### src/rtl/apu_frame_sequencer.sv
// apu_frame_sequencer
//
// APU frame sequencer. A divider counts cpu_ce ticks; every STEP_CYCLES ticks
// a step boundary advances the step index, which selects the quarter-frame and
// half-frame clock-enable pulses for the envelopes, linear counter, length
// counters and sweeps. Programmed through a $4017-style write (mode, IRQ
// inhibit). Optionally raises the frame interrupt, cleared by a $4015 read.
//
// Configuration macro: APU_FRAME_IRQ_EN
//   defined   -> frame IRQ flag, inhibit bit and status_rd clearing present
//   undefined -> frame_irq tied low; wr_data[6] and status_rd ignored
//
// Parameters:
//   STEP_CYCLES    cpu_ce ticks per sequencer step (2..65535)
//
// Ports:
//   clk            system clock
//   reset          synchronous, active-high reset
//   cpu_ce         one-clk CPU-cycle enable; gates all counting
//   wr_4017        frame control register write strobe
//   wr_data[7:0]   bit7 = mode (1 = 5-step), bit6 = IRQ inhibit
//   status_rd      $4015 read strobe; clears frame IRQ
//   quarter_frame  one-clk pulse: envelopes, triangle linear counter
//   half_frame     one-clk pulse: length counters, sweeps
//   frame_irq      frame interrupt flag (level)
//   step[2:0]      current step index
//   mode           registered sequence mode bit
module apu_frame_sequencer #(
  parameter int unsigned STEP_CYCLES = 7457
) (
  input  logic       clk,
  input  logic       reset,
  input  logic       cpu_ce,
  input  logic       wr_4017,
  input  logic [7:0] wr_data,
  input  logic       status_rd,
  output logic       quarter_frame,
  output logic       half_frame,
  output logic       frame_irq,
  output logic [2:0] step,
  output logic       mode
);

  localparam logic [15:0] StepLast = 16'(STEP_CYCLES - 1);

  logic [15:0] cnt_q, cnt_d;
  logic [2:0]  step_q, step_d;
  logic        mode_q, mode_d;
  logic        quarter_q, quarter_d;
  logic        half_q, half_d;
  logic        boundary;
  logic [2:0]  step_reached;
  logic        irq_set;

  always_comb begin
    boundary     = cpu_ce && (cnt_q == StepLast);
    step_reached = step_q + 3'd1;
    cnt_d        = cnt_q;
    step_d       = step_q;
    mode_d       = mode_q;
    quarter_d    = 1'b0;
    half_d       = 1'b0;
    irq_set      = 1'b0;

    if (wr_4017) begin
      // A write restarts the sequence and cancels any coincident boundary.
      mode_d    = wr_data[7];
      cnt_d     = '0;
      step_d    = '0;
      quarter_d = wr_data[7];
      half_d    = wr_data[7];
    end else if (cpu_ce) begin
      if (boundary) begin
        cnt_d  = '0;
        step_d = step_reached;
        case (step_reached)
          3'd1, 3'd3: quarter_d = 1'b1;
          3'd2: begin
            quarter_d = 1'b1;
            half_d    = 1'b1;
          end
          3'd4: begin
            // 5-step mode: silent step, index stays visible as 4.
            if (!mode_q) begin
              quarter_d = 1'b1;
              half_d    = 1'b1;
              irq_set   = 1'b1;
              step_d    = '0;
            end
          end
          3'd5: begin
            quarter_d = 1'b1;
            half_d    = 1'b1;
            step_d    = '0;
          end
          default: step_d = '0;
        endcase
      end else begin
        cnt_d = cnt_q + 16'd1;
      end
    end
  end

  always_ff @(posedge clk) begin
    if (reset) begin
      cnt_q     <= '0;
      step_q    <= '0;
      mode_q    <= 1'b0;
      quarter_q <= 1'b0;
      half_q    <= 1'b0;
    end else begin
      cnt_q     <= cnt_d;
      step_q    <= step_d;
      mode_q    <= mode_d;
      quarter_q <= quarter_d;
      half_q    <= half_d;
    end
  end

  assign quarter_frame = quarter_q;
  assign half_frame    = half_q;
  assign step          = step_q;
  assign mode          = mode_q;

`ifdef APU_FRAME_IRQ_EN
  logic inhibit_q, inhibit_d;
  logic irq_q, irq_d;
  logic unused_wr_data;

  always_comb begin
    inhibit_d = inhibit_q;
    irq_d     = irq_q;
    if (status_rd) begin
      irq_d = 1'b0;
    end
    if (wr_4017) begin
      inhibit_d = wr_data[6];
      if (wr_data[6]) begin
        irq_d = 1'b0;
      end
    end else if (irq_set && !inhibit_q) begin
      // A set on the same clk as a status read wins.
      irq_d = 1'b1;
    end
  end

  always_ff @(posedge clk) begin
    if (reset) begin
      inhibit_q <= 1'b0;
      irq_q     <= 1'b0;
    end else begin
      inhibit_q <= inhibit_d;
      irq_q     <= irq_d;
    end
  end

  assign frame_irq      = irq_q;
  assign unused_wr_data = ^wr_data[5:0];
`else
  logic unused_irq_inputs;

  assign frame_irq         = 1'b0;
  assign unused_irq_inputs = ^{wr_data[6:0], status_rd, irq_set};
`endif

endmodule

### config.mk
export PLATFORM = sky130hd
export DESIGN_NAME = apu_frame_sequencer
export DESIGN_NICKNAME = d
export VERILOG_FILES = /design/src/rtl/apu_frame_sequencer.sv
export SDC_FILE = /design/constraint.sdc
export NUM_CORES = 1
export LEC_CHECK = 0
export CORE_MARGIN = 4
export CORE_UTILIZATION = 49
export CTS_CLUSTER_SIZE = 14
export DETAILED_ROUTE_END_ITERATION = 10
export GPL_TIMING_DRIVEN = 0
export PLACE_DENSITY_LB_ADDON = 0.2
export SLEW_MARGIN = 20
export SYNTH_ARGS = -nofsm -noshare
export SYNTH_HDL_FRONTEND = slang
export SYNTH_SLANG_ARGS = --single-unit
### constraint.sdc
create_clock -name clk -period 3.4 [get_ports clk]
set_clock_uncertainty 0.1 [all_clocks]
set_input_delay 0.34 -clock clk [delete_from_list [all_inputs] [get_ports clk]]
set_output_delay 0.34 -clock clk [all_outputs]
set_load 0.02 [all_outputs]
==> results by group, run 1 <==
STA
  – Fin. Hold Viols: 0
  – Setup TNS Final: 0 ns
  – Hold slack: 0.257 ns
  – Slew Limit Fails: 0
  – Final Cycle Share: around 59%
  – Min Tclk post-route: ~2.0 ns
  – Final setup vio count: 0
  – RSZ-0062 raised after global routing: false
  – F_max: 499 MHz

Setup path
  – Critical path peak fanout: 10
  – Crit Path Class: reg2reg
  – CP Data Arrival Time: ~2.1 ns
  – Endpoint type of the worst setup path: flop
  – Crit path buffers/inverters: 2
  – Crit-path cells: inv_1 -> ha_1 -> nor4b_2 -> nand4_4 -> nand2_1 -> clkbuf_1 -> nor2_1
  – Crit-path slowest cell: clkbuf_1
  – Slowest stage delay, CP: 0.38 ns
  – Req. time, crit path: between 3 and 4 ns
  – Startpoint types: flop
  – Critical path's top delay family: simple AND/OR/NAND/NOR gates

Final layout
  – Layout cells sized above 1: 6.21%
  – Fillers: 199
  – Antenna diodes: 0
  – FF/Latch Area: 440 sq um
  – Multi-input gate area: 696 sq um
  – NumNets Final: about 170
  – Synthesis-to-finish area growth: 15.2%

Global route
  – Antenna violations before repair: 0
  – Global-route wire length before repair: about 3.9 mm
  – Total Routing Usage GR: 15.7%
  – Vias in the first global route: between 800 and 900
  – Total grt overflow: 0
  – Largest net degree at the start of global routing: 14

Status
  – Status: finished clean

Route
  – Wire per inst: 13.5 microns
  – Iter 0 DRT Violations: 14
  – DRT Pass-1 Iters: 4
  – Vias per cell: 5.73
  – DRC viols: 0
  – Final ANT Viol Nets: 0
  – WL final: 2.34 mm
  – Vias: 991

Yosys
  – Most area-consuming cells after synthesis: dfxtp_1 38%, ha_1 7.5%, xor2_1 6.0%, nor2_1 5.8%, nand4_1 4.8%
  – Post-Synth XOR/XNOR Area: 9.72%
  – Yosys top cell by area: dfxtp_1
  – Commonest cells in the synthesized netlist: 22 x dfxtp_1, 18 x nor2_1, 11 x nand2_1
  – Compound-Gate Fraction of Synth Area: approximately 8.8%
  – Post-synthesis sequential area ratio: around 38%
  – Post-synth EDFFs: 0
  – Mean Syn Cell Area: 8.87 sq um
  – YS warnings: 0
  – Post-synthesis mux area share: less than 1%
  – Largest family of logic cells by synthesized area: simple AND/OR/NAND/NOR gates
  – Mapped Cells: between 100 and 150
  – Synth Area in Simple Gates: 32.3%
  – Post-Syn Area: approximately 1200 sq um
  – Syn_nets: 152
  – Synthesized flop and latch total: 22
  – Netlist cell types: 39
  – Most common cell in the netlist: dfxtp_1
  – Asr flop ratio synth: 0%
  – Post-Synth Adder-Cell Area: 7.48%
  – Ys flop type: dfxtp_1
  – Top-area cell type share of the netlist area: 37.6%

Clocking
  – TritonCTS buffer count: 3
  – CTS clk-pin slew, worst paths: 0.12 ns
  – Number of H-tree levels: 1
  – CTS tree: yes
  – Clk sinks: 22
  – Post-CTS setup buffer count: 0
  – Clk Latency, worst-skew pair: 0.31 ns
  – Clock buffer depth: 2
  – Post_cts resized: 0
  – Hold buffers post-CTS: 0
  – Clk root buf: clkbuf_4

Power
  – Pwr dens: 362 nW/um^2
  – Static Leak: 0.466 nW
  – Worst VDD drop: 205 uV

Floorplan
  – DIE AREA: 3240 sq um
  – Row cnt: 17
  – Die width: between 50 and 60 microns
  – Initial cell density of the core: 52.4%
  – # IOs: 20
  – Core Footprint: 2230 sq um
  – DIE HEIGHT: 56.9 microns

Place
  – Post-DP HPWL: 1.75 mm
  – I/O Buffers: 9
  – Global placer's final weighted congestion: a little over 0.8

Run
  – Max-cap viol count: 0

Min path
  – Hold Path Class: in2reg
## registers in the layout, indices dropped and copies added (netlist names)
register and cells:
mode 1, quarter_frame 1, cnt_q 16, step 3, half_frame 1
## cells in the final DEF (no fill, tap or decap), types with 3 or more instances in the layout
cell type        instances
a21oi_1                  3
and3_1                   3
clkbuf_4                 3
clkdlybuf4s50_1          9
dfxtp_1                 22
ha_1                     7
inv_1                    5
nand2_1                 11
nand3_1                  5
nand4_1                  9
nor2_1                  18
nor4_1                   4
xnor2_1                  5
xor2_1                   8
## path summary, 6_finish.rpt
kind                                from                      to  slack (ns)  cells after the start
setup / recovery   cnt_q[0]$_SDFFE_PP0P_  cnt_q[12]$_SDFFE_PP0P_        1.40                      7
setup reg to reg   cnt_q[0]$_SDFFE_PP0P_  cnt_q[12]$_SDFFE_PP0P_        1.40                      7
hold reg to reg   cnt_q[15]$_SDFFE_PP0P_  cnt_q[15]$_SDFFE_PP0P_        0.42                      2
hold / removal                    cpu_ce   cnt_q[0]$_SDFFE_PP0P_        0.26                      3
## report_power, final
| group | switching (mW) | internal [mW] | leakage, nW | total (mW) |
|---|---|---|---|---|
| clock network | 0.0825 | 0.119 | 0.0279 | 0.202 |
| registers | 0.00223 | 0.260 | 0.178 | 0.262 |
| logic | 0.0141 | 0.0107 | 0.260 | 0.0248 |
| total | 0.0988 | 0.390 | 0.466 | 0.489 |
## cell families after synthesis
kind of cell / Yosys count
other: 1
AO/OA/AOI/OAI: 15
multiplexers: 1
adder cells (fa/ha/maj): 7
AND/OR/NAND/NOR: 65
XOR/XNOR: 13
flip-flops: 22
buffers and inverters: 8
## routing by layer
metal,track usage [%],part of all wire (%)
met5,0,0
met2,25.3,49
met1,19.0,45
met3,3.45,3.8
met4,8.94,2.3
## tightest hold or removal path: cells and delay by family
kind,cells,cell delay [ns]
simple gates,1,0.08
buf+inv,1,0.16
compound gates,1,0.05
## stage by stage
stage / cells / setup slack (ns) / area (sq um) / utilization [%] / total power, mW
CTS: 173 / 1.35 / 1350 / 60.4 / 0.496
detailed placement: 169 / 1.38 / 1300 / 58.0 / 0.293
finish: 173 / 1.40 / 1350 / 60.4 / 0.489
global placement: 169 / 1.41 / 1300 / 58.0 / 0.292
floorplan: 132 / 1.62 / 1170 / - / 0.282
global route: 173 / 1.16 / 1350 / 60.4 / 0.513
## area by class of cell
cell class                 count  area share (%)
clock inverter                 1            2.23
sequential                    22            32.7
tap                           28            2.60
timing repair buffer           9            6.68
clock buffer                   3            1.67
multi-input combinational    102            51.6
buffer                         3            1.21
inverter                       5            1.39
Power figures use the tool's default switching activity.
==> run 2: changes to the inputs <==
--- a/config.mk
+++ b/config.mk
@@ -6,7 +6,7 @@
 export NUM_CORES = 1
 export LEC_CHECK = 0
 export CORE_MARGIN = 4
-export CORE_UTILIZATION = 49
+export CORE_UTILIZATION = 46
 export CTS_CLUSTER_SIZE = 14
 export DETAILED_ROUTE_END_ITERATION = 10
 export GPL_TIMING_DRIVEN = 0
==> constraint.sdc (replaced) <==
create_clock -name clk -period 1.7 [get_ports clk]
set_clock_uncertainty 0.1 [all_clocks]
set_input_delay 0.17 -clock clk [delete_from_list [all_inputs] [get_ports clk]]
set_output_delay 0.17 -clock clk [all_outputs]
set_load 0.02 [all_outputs]
==> run 2 against run 1 <==
  * The flow now finishes with violations (setup timing)
  * Worst hold slack lost 0.14 ns
  * Final cell count grew 6.9%
  * Clock power increased by 9.9%
  * Sequential share of layout area is 1.8 points lower
  * Flip-flop and latch count unchanged
  * Highest routed layer unchanged
  * Combinational power grew to 2.5 times the previous value
  * Critical path depth is the same
==> results by group, run 2 (synthesis gave the netlist of run 1 again) <==
Status
  – Status: finished, violations left
  – Violations in the final reports: setup timing

Min path
  – Hold Startpoint: cpu_ce
  – WHS Endpoint: cnt_q[0]$_SDFFE_PP0P_
  – Hold Path Class: in2reg
  – Hold path depth: 3 (unchanged)

Setup path
  – Worst R2R Setup Slack: -0.04 ns (-1.44 ns)
  – R2R depth: 7 (unchanged)
  – CP Data Arrival Time: 1.86 ns (-0.24 ns)
  – Worst r2r src: cnt_q[0]$_SDFFE_PP0P_
  – Startpoint types: flop
  – Req. time, crit path: 1.81 ns (-1.69 ns)
  – Crit Path Class: reg2reg
  – Critical Path Source: cnt_q[0]$_SDFFE_PP0P_
  – Critical path peak fanout: 6 (-4)
  – R2r endpoint: step[0]$_SDFFE_PP0P_
  – Endpoint type of the worst setup path: flop

Clocking
  – TritonCTS buffer count: 3 (unchanged)
  – Clock buffer depth: 2 (unchanged)
  – Clk sinks: 22 (unchanged)
  – CTS tree: yes
  – Number of H-tree levels: 1 (unchanged)
  – Clk Latency, worst-skew pair: 0.29 ns (-0.02 ns)
  – CTS clk-pin slew, worst paths: 0.11 ns (about the same)
  – Clk root buf: clkbuf_4

Final layout
  – Layout cells sized above 1: 21.3% (+15 points)
  – Most frequent cells in the layout: 18 x nor2_1, 15 x dfxtp_1, 11 x nand2_1, 11 x buf_4, 9 x nand4_1
  – Synthesis-to-finish area growth: 25.5%
  – Fillers: 221 (+11%)
  – Max reg flops: 16 (unchanged)
  – FF/Latch Area: 454 sq um (+3.1%)
  – Antenna diodes: 0 (unchanged)
  – Multi-input gate area: 738 sq um (+6.1%)
  – Commonest non-fill, non-tap cell in the layout: nor2_1
  – NumNets Final: 177 (+6.6%)
  – Reg with most FFs: cnt_q

STA
  – Slew Limit Fails: 0 (unchanged)
  – F_max: 574 MHz (+15%)
  – Fin. Hold Viols: 0 (unchanged)
  – Final setup vio count: 14 (+14)
  – Min Tclk post-route: 1.74 ns (-0.259 ns)
  – RSZ-0062 raised after global routing: true
  – Final Cycle Share: 103% (+44 points)
  – Post-route setup slack: -0.0430 ns (-1.44 ns)

Place
  – Post-DP HPWL: 1.77 mm (+1.1%)
  – I/O Buffers: 9 (unchanged)
  – Global placer's final weighted congestion: 0.812 (-1.2%)
  – Post-Place Worst Slack: -0.354 ns (-1.74 ns)

Floorplan
  – DIE HEIGHT: 58.5 microns (+2.8%)
  – Core Footprint: 2450 sq um (+9.9%)
  – DIE AREA: 3420 sq um (+5.6%)
  – Die width: 58.5 microns (+2.8%)
  – Initial cell density of the core: 47.7% (-4.7 points)
  – Row cnt: 18 (+1)
  – # IOs: 20 (unchanged)

Route
  – Vias per cell: 5.55 (-3.1%)
  – DRT Pass-1 Iters: 4 (unchanged)
  – Wire per inst: 14.1 microns (+4.2%)
  – Final ANT Viol Nets: 0 (unchanged)
  – Iter 0 DRT Violations: 22 (+8)
  – Vias: 1027 (+3.6%)
  – WL final: 2.61 mm (+11%)
  – DRC viols: 0 (unchanged)

Run
  – Max-cap viol count: 0 (unchanged)

Global route
  – Antenna violations before repair: 0 (unchanged)
  – Global-route wire length before repair: 4.44 mm (+13%)
  – Vias in the first global route: 997 (+12%)
  – Largest net degree at the start of global routing: 12 (-2)
  – Total Routing Usage GR: 16.7% (+1.0 points)
  – Total grt overflow: 0 (unchanged)

Power
  – Static Leak: 0.544 nW (+17%)
  – Total power: 0.806 mW (+65%)
  – Worst VDD drop: 378 uV (+85%)
  – Clock power share: 27.5% (-14 points)
  – Pwr dens: 548 nW/um^2 (+51%)
  – Combinational power share: 7.8% (+2.7 points)
  – P_sw: 0.177 mW (+79%)
  – Sw frac: 22.0% (+1.7 points)
  – Int Pwr: 0.629 mW (+61%)
  – Reg power frac: 64.6% (+11 points)
## run 2: cell types whose count changed in the layout (fill, tap and decap cells not counted), sizes merged
| cell | before | now |
|---|---|---|
| bufinv | 1 | 0 |
| dlymetal6s2s | 0 | 1 |
| clkdlybuf4s50 | 9 | 8 |
| buf | 2 | 13 |
## run 2: final cells by class
type                            instances  share of cell area, %
Tap cell                               30                   2.55
Inverter                                5                   1.28
Multi-Input combinational cell        102                   50.2
Sequential cell                        22                   30.9
Timing Repair Buffer                   20                   12.2
Buffer                                  3                   1.36
Clock buffer                            3                   1.53
## run 2: what timing repair did
item	4_1_cts	5_1_grt
endpoints found under the setup margin	13	18
hold buffers	0	0
pin swaps	5	2
resized for setup	10	8
buffers inserted	7	4
gates cloned	0	0
## run 2: worst max-delay path, stage by stage, from the launching register on
cell     delay [ns]
dfxtp_4        0.36
inv_2          0.05
ha_1           0.13
nor4b_4        0.25
nand4_4        0.20
buf_6          0.16
a211o_1        0.24
o31ai_1        0.18
## run 2: power groups by stage
stage | Combinational [mW] | Sequential [mW] | Clock (mW)
global placement | 0.0515 | 0.536 | 0
floorplan | 0.0258 | 0.539 | 0
CTS | 0.0597 | 0.521 | 0.233
detailed placement | 0.0524 | 0.536 | 0
finish | 0.0631 | 0.521 | 0.222
global route | 0.0680 | 0.522 | 0.257
## run 2: worst max path at each step
stage	depth (start not counted)	to	slack, ns
floorplan	6	step[2]$_SDFFE_PP0P_	-0.03
global placement	7	cnt_q[14]$_SDFFE_PP0P_	-0.32
detailed placement	7	cnt_q[4]$_SDFFE_PP0P_	-0.35
CTS	7	step[0]$_SDFFE_PP0P_	-0.04
global route	7	step[0]$_SDFFE_PP0P_	-0.15
finish	7	step[0]$_SDFFE_PP0P_	-0.04
## run 2: routing by layer
| metal | global-route usage [%] | vias to the layer above | routed length (microns) |
|---|---|---|---|
| li1 | - | 521 | - |
| met4 | 6.95 | 0 | 32 |
| met5 | 0 | - | 0 |
| met3 | 1.97 | 4 | 59 |
| met1 | 24.1 | 488 | 1250 |
| met2 | 25.2 | 14 | 1270 |
## run 2: through the flow
step | hold WS, ns | util (%) | area (sq um) | cells | setup TNS (ns)
floorplan | 0.139 | - | 1190 | 132 | -0.0304
global placement | 0.376 | 53.6 | 1320 | 171 | -3.51
detailed placement | 0.385 | 53.6 | 1320 | 171 | -3.85
CTS | 0.104 | 57.5 | 1410 | 181 | -0.0724
global route | 0.112 | 59.9 | 1470 | 185 | -1.73
finish | 0.113 | 59.9 | 1470 | 185 | -0.163
==> run 3: changes to the inputs <==
--- a/config.mk
+++ b/config.mk
@@ -10,7 +10,7 @@
 export CTS_CLUSTER_SIZE = 14
 export DETAILED_ROUTE_END_ITERATION = 10
 export GPL_TIMING_DRIVEN = 0
-export PLACE_DENSITY_LB_ADDON = 0.2
+export PLACE_DENSITY = 0.73
 export SLEW_MARGIN = 20
 export SYNTH_ARGS = -nofsm -noshare
 export SYNTH_HDL_FRONTEND = slang
==> run 3 against run 2 <==
  * The flow still finishes with violations (setup timing)
  * Count of clock-buffer cells in the layout is 1 higher
  * Sequential power hardly changed
  * Via count shrank 1.7%
  * Combinational power rose by 7.3%
  * Final cell count is the same
  * Fmax grew 1.4%
  * Wire length grew 1.5%
  * Critical endpoint unchanged
  * Largest power group unchanged
  * Highest routed layer unchanged
==> results by group, run 3 (synthesis gave the netlist of run 1 again) <==
Clocking
  – Hold buffers post-CTS: 0 (unchanged)
  – Number of H-tree levels: 1 (unchanged)
  – CTS tree: yes
  – TritonCTS buffer count: 3 (unchanged)
  – Clk sinks: 22 (unchanged)
  – Clock buffer depth: 2 (unchanged)
  – CTS clk-pin slew, worst paths: 0.12 ns (about the same)
  – Clk root buf: clkbuf_4
  – Clk Latency, worst-skew pair: 0.32 ns (+0.03 ns)

Global route
  – Largest net degree at the start of global routing: 13 (+1)
  – Vias in the first global route: 949 (-4.8%)
  – Total Routing Usage GR: 15.8% (-0.95 points)
  – Antenna violations before repair: 0 (unchanged)
  – Total grt overflow: 0 (unchanged)
  – Global-route wire length before repair: 4.16 mm (-6.2%)

Final layout
  – Multi-input gate area: 759 sq um (+2.9%)
  – Max reg flops: 16 (unchanged)
  – Non-filler cells, final: 185 (unchanged)
  – NumNets Final: 176 (-0.56%)
  – Antenna diodes: 0 (unchanged)
  – Layout cells sized above 1: 20.6% (-0.65 points)
  – Reg with most FFs: cnt_q
  – Most frequent cells in the layout: 18 x nor2_1, 18 x dfxtp_1, 10 x nand2_1, 10 x buf_4, 9 x nand4_1
  – FF/Latch Area: 448 sq um (-1.4%)
  – Fillers: 221 (unchanged)
  – Synthesis-to-finish area growth: 28.2%
  – Post-layout util: 61.2% (+1.3 points)

Setup path
  – Startpoint types: flop
  – Critical path peak fanout: 5 (-1)
  – Crit Path Class: reg2reg
  – Endpoint type of the worst setup path: flop
  – R2R depth: 7 (unchanged)
  – Req. time, crit path: 1.84 ns (+0.03 ns)
  – R2r endpoint: step[0]$_SDFFE_PP0P_
  – CP Data Arrival Time: 1.86 ns (about the same)
  – Worst r2r src: cnt_q[1]$_SDFFE_PP0P_
  – Worst R2R Setup Slack: -0.02 ns (+0.02 ns)

STA
  – Fin. Hold Viols: 0 (unchanged)
  – F_max: 582 MHz (+1.4%)
  – Post-route setup slack: -0.0197 ns (+0.0233 ns)
  – Slew Limit Fails: 0 (unchanged)
  – Final setup vio count: 1 (-13)
  – RSZ-0062 raised after global routing: true
  – Min Tclk post-route: 1.72 ns (-0.0233 ns)
  – Final Cycle Share: 101% (-1.4 points)

Route
  – Vias per cell: 5.46 (-1.7%)
  – WL final: 2.65 mm (+1.5%)
  – DRC viols: 0 (unchanged)
  – Iter 0 DRT Violations: 24 (+9.1%)
  – Vias: 1010 (-1.7%)
  – Wire per inst: 14.3 microns (+1.5%)
  – Final ANT Viol Nets: 0 (unchanged)
  – DRT Pass-1 Iters: 4 (unchanged)

Status
  – Violations in the final reports: setup timing
  – Status: finished, violations left

Power
  – Pwr dens: 592 nW/um^2 (+7.9%)
  – Int Pwr: 0.683 mW (+8.5%)
  – Clock power share: 33.6% (+6.1 points)
  – Combinational power share: 7.6% (-0.2 points)
  – P_sw: 0.206 mW (+16%)
  – Reg power frac: 58.8% (-5.8 points)
  – Worst VDD drop: 497 uV (+32%)
  – Static Leak: 0.588 nW (+8.2%)
  – Sw frac: 23.1% (+1.2 points)

Floorplan
  – Initial cell density of the core: 47.7% (unchanged)
  – DIE AREA: 3420 sq um (unchanged)
  – DIE HEIGHT: 58.5 microns (unchanged)
  – Die width: 58.5 microns (unchanged)
  – Core Footprint: 2450 sq um (unchanged)
  – Row cnt: 18 (unchanged)
  – # IOs: 20 (unchanged)

Min path
  – Hold Path Class: in2reg
  – Hold path depth: 3 (unchanged)
  – Hold Startpoint: cpu_ce
  – WHS Endpoint: cnt_q[0]$_SDFFE_PP0P_

Run
  – Max-cap viol count: 0 (unchanged)

Place
  – Post-DP HPWL: 1.78 mm (+0.47%)
  – Dpl cells: 171 (unchanged)
  – I/O Buffers: 9 (unchanged)
  – Global placer's final weighted congestion: 0.839 (+3.2%)
run 3: final cells by class:
| type | count | share of cell area (%) |
|---|---|---|
| multi-input cells | 102 | 50.6 |
| flip-flops and latches | 22 | 29.8 |
| repair buffers | 19 | 11.7 |
| well taps | 30 | 2.50 |
| clock buffers | 4 | 2.42 |
| plain buffers | 3 | 1.58 |
| inverters | 5 | 1.42 |
run 3: stage by stage:
step                hold slack, ns  worst slack (ns)  total power [mW]  TNS, ns  area (sq um)
CTS                         0.0652           -0.0670             0.885  -0.0670          1440
finish                      0.0880           -0.0197             0.888  -0.0197          1500
global route                 0.108            -0.135             0.915   -0.458          1500
detailed placement           0.378            -0.310             0.588    -3.42          1320
global placement             0.375            -0.280             0.587    -3.10          1320
floorplan                    0.139           -0.0304             0.565  -0.0304          1190
run 3: critical path, cell delays in order (launching register included):
cell	delay (ns)
dfxtp_2	0.35
inv_2	0.07
ha_4	0.13
nor4b_4	0.23
nand4_4	0.18
buf_6	0.16
a211o_1	0.24
o31ai_1	0.18
run 3: metal layers:
layer | part of all wire, % | up-vias | track usage (%) | routed length, microns
met4 | 1.1 | 0 | 5.63 | 29
met3 | 4.0 | 5 | 5.26 | 105
met2 | 50 | 15 | 25.7 | 1320
met5 | 0 | - | 0 | 0
met1 | 45 | 476 | 19.4 | 1200
li1 | - | 514 | - | -
run 3: worst max-delay path by stage:
| stage | startpoint | to | slack [ns] |
|---|---|---|---|
| after global routing | cnt_q[1]$_SDFFE_PP0P_ | step[0]$_SDFFE_PP0P_ | -0.13 |
| after floorplan | cnt_q[0]$_SDFFE_PP0P_ | step[2]$_SDFFE_PP0P_ | -0.03 |
| final | cnt_q[1]$_SDFFE_PP0P_ | step[0]$_SDFFE_PP0P_ | -0.02 |
| after global placement | cnt_q[0]$_SDFFE_PP0P_ | cnt_q[4]$_SDFFE_PP0P_ | -0.28 |
| after CTS | cnt_q[1]$_SDFFE_PP0P_ | step[0]$_SDFFE_PP0P_ | -0.07 |
| after detailed placement | cnt_q[0]$_SDFFE_PP0P_ | cnt_q[12]$_SDFFE_PP0P_ | -0.31 |
run 3: power groups by stage:
stage	sequential, mW	clock (mW)	combinational (mW)
final	0.523	0.298	0.0677
after detailed placement	0.536	0	0.0517
after CTS	0.523	0.303	0.0590
after floorplan	0.539	0	0.0258
after global routing	0.523	0.318	0.0731
after global placement	0.536	0	0.0507
run 3: repair_timing:
item                                   CTS  global route
setup buffers                            7             2
setup endpoints to repair               16            20
pin swaps                                6             4
resized for setup                       12            13
endpoints found under the hold margin    0             0
gates cloned                             0             1
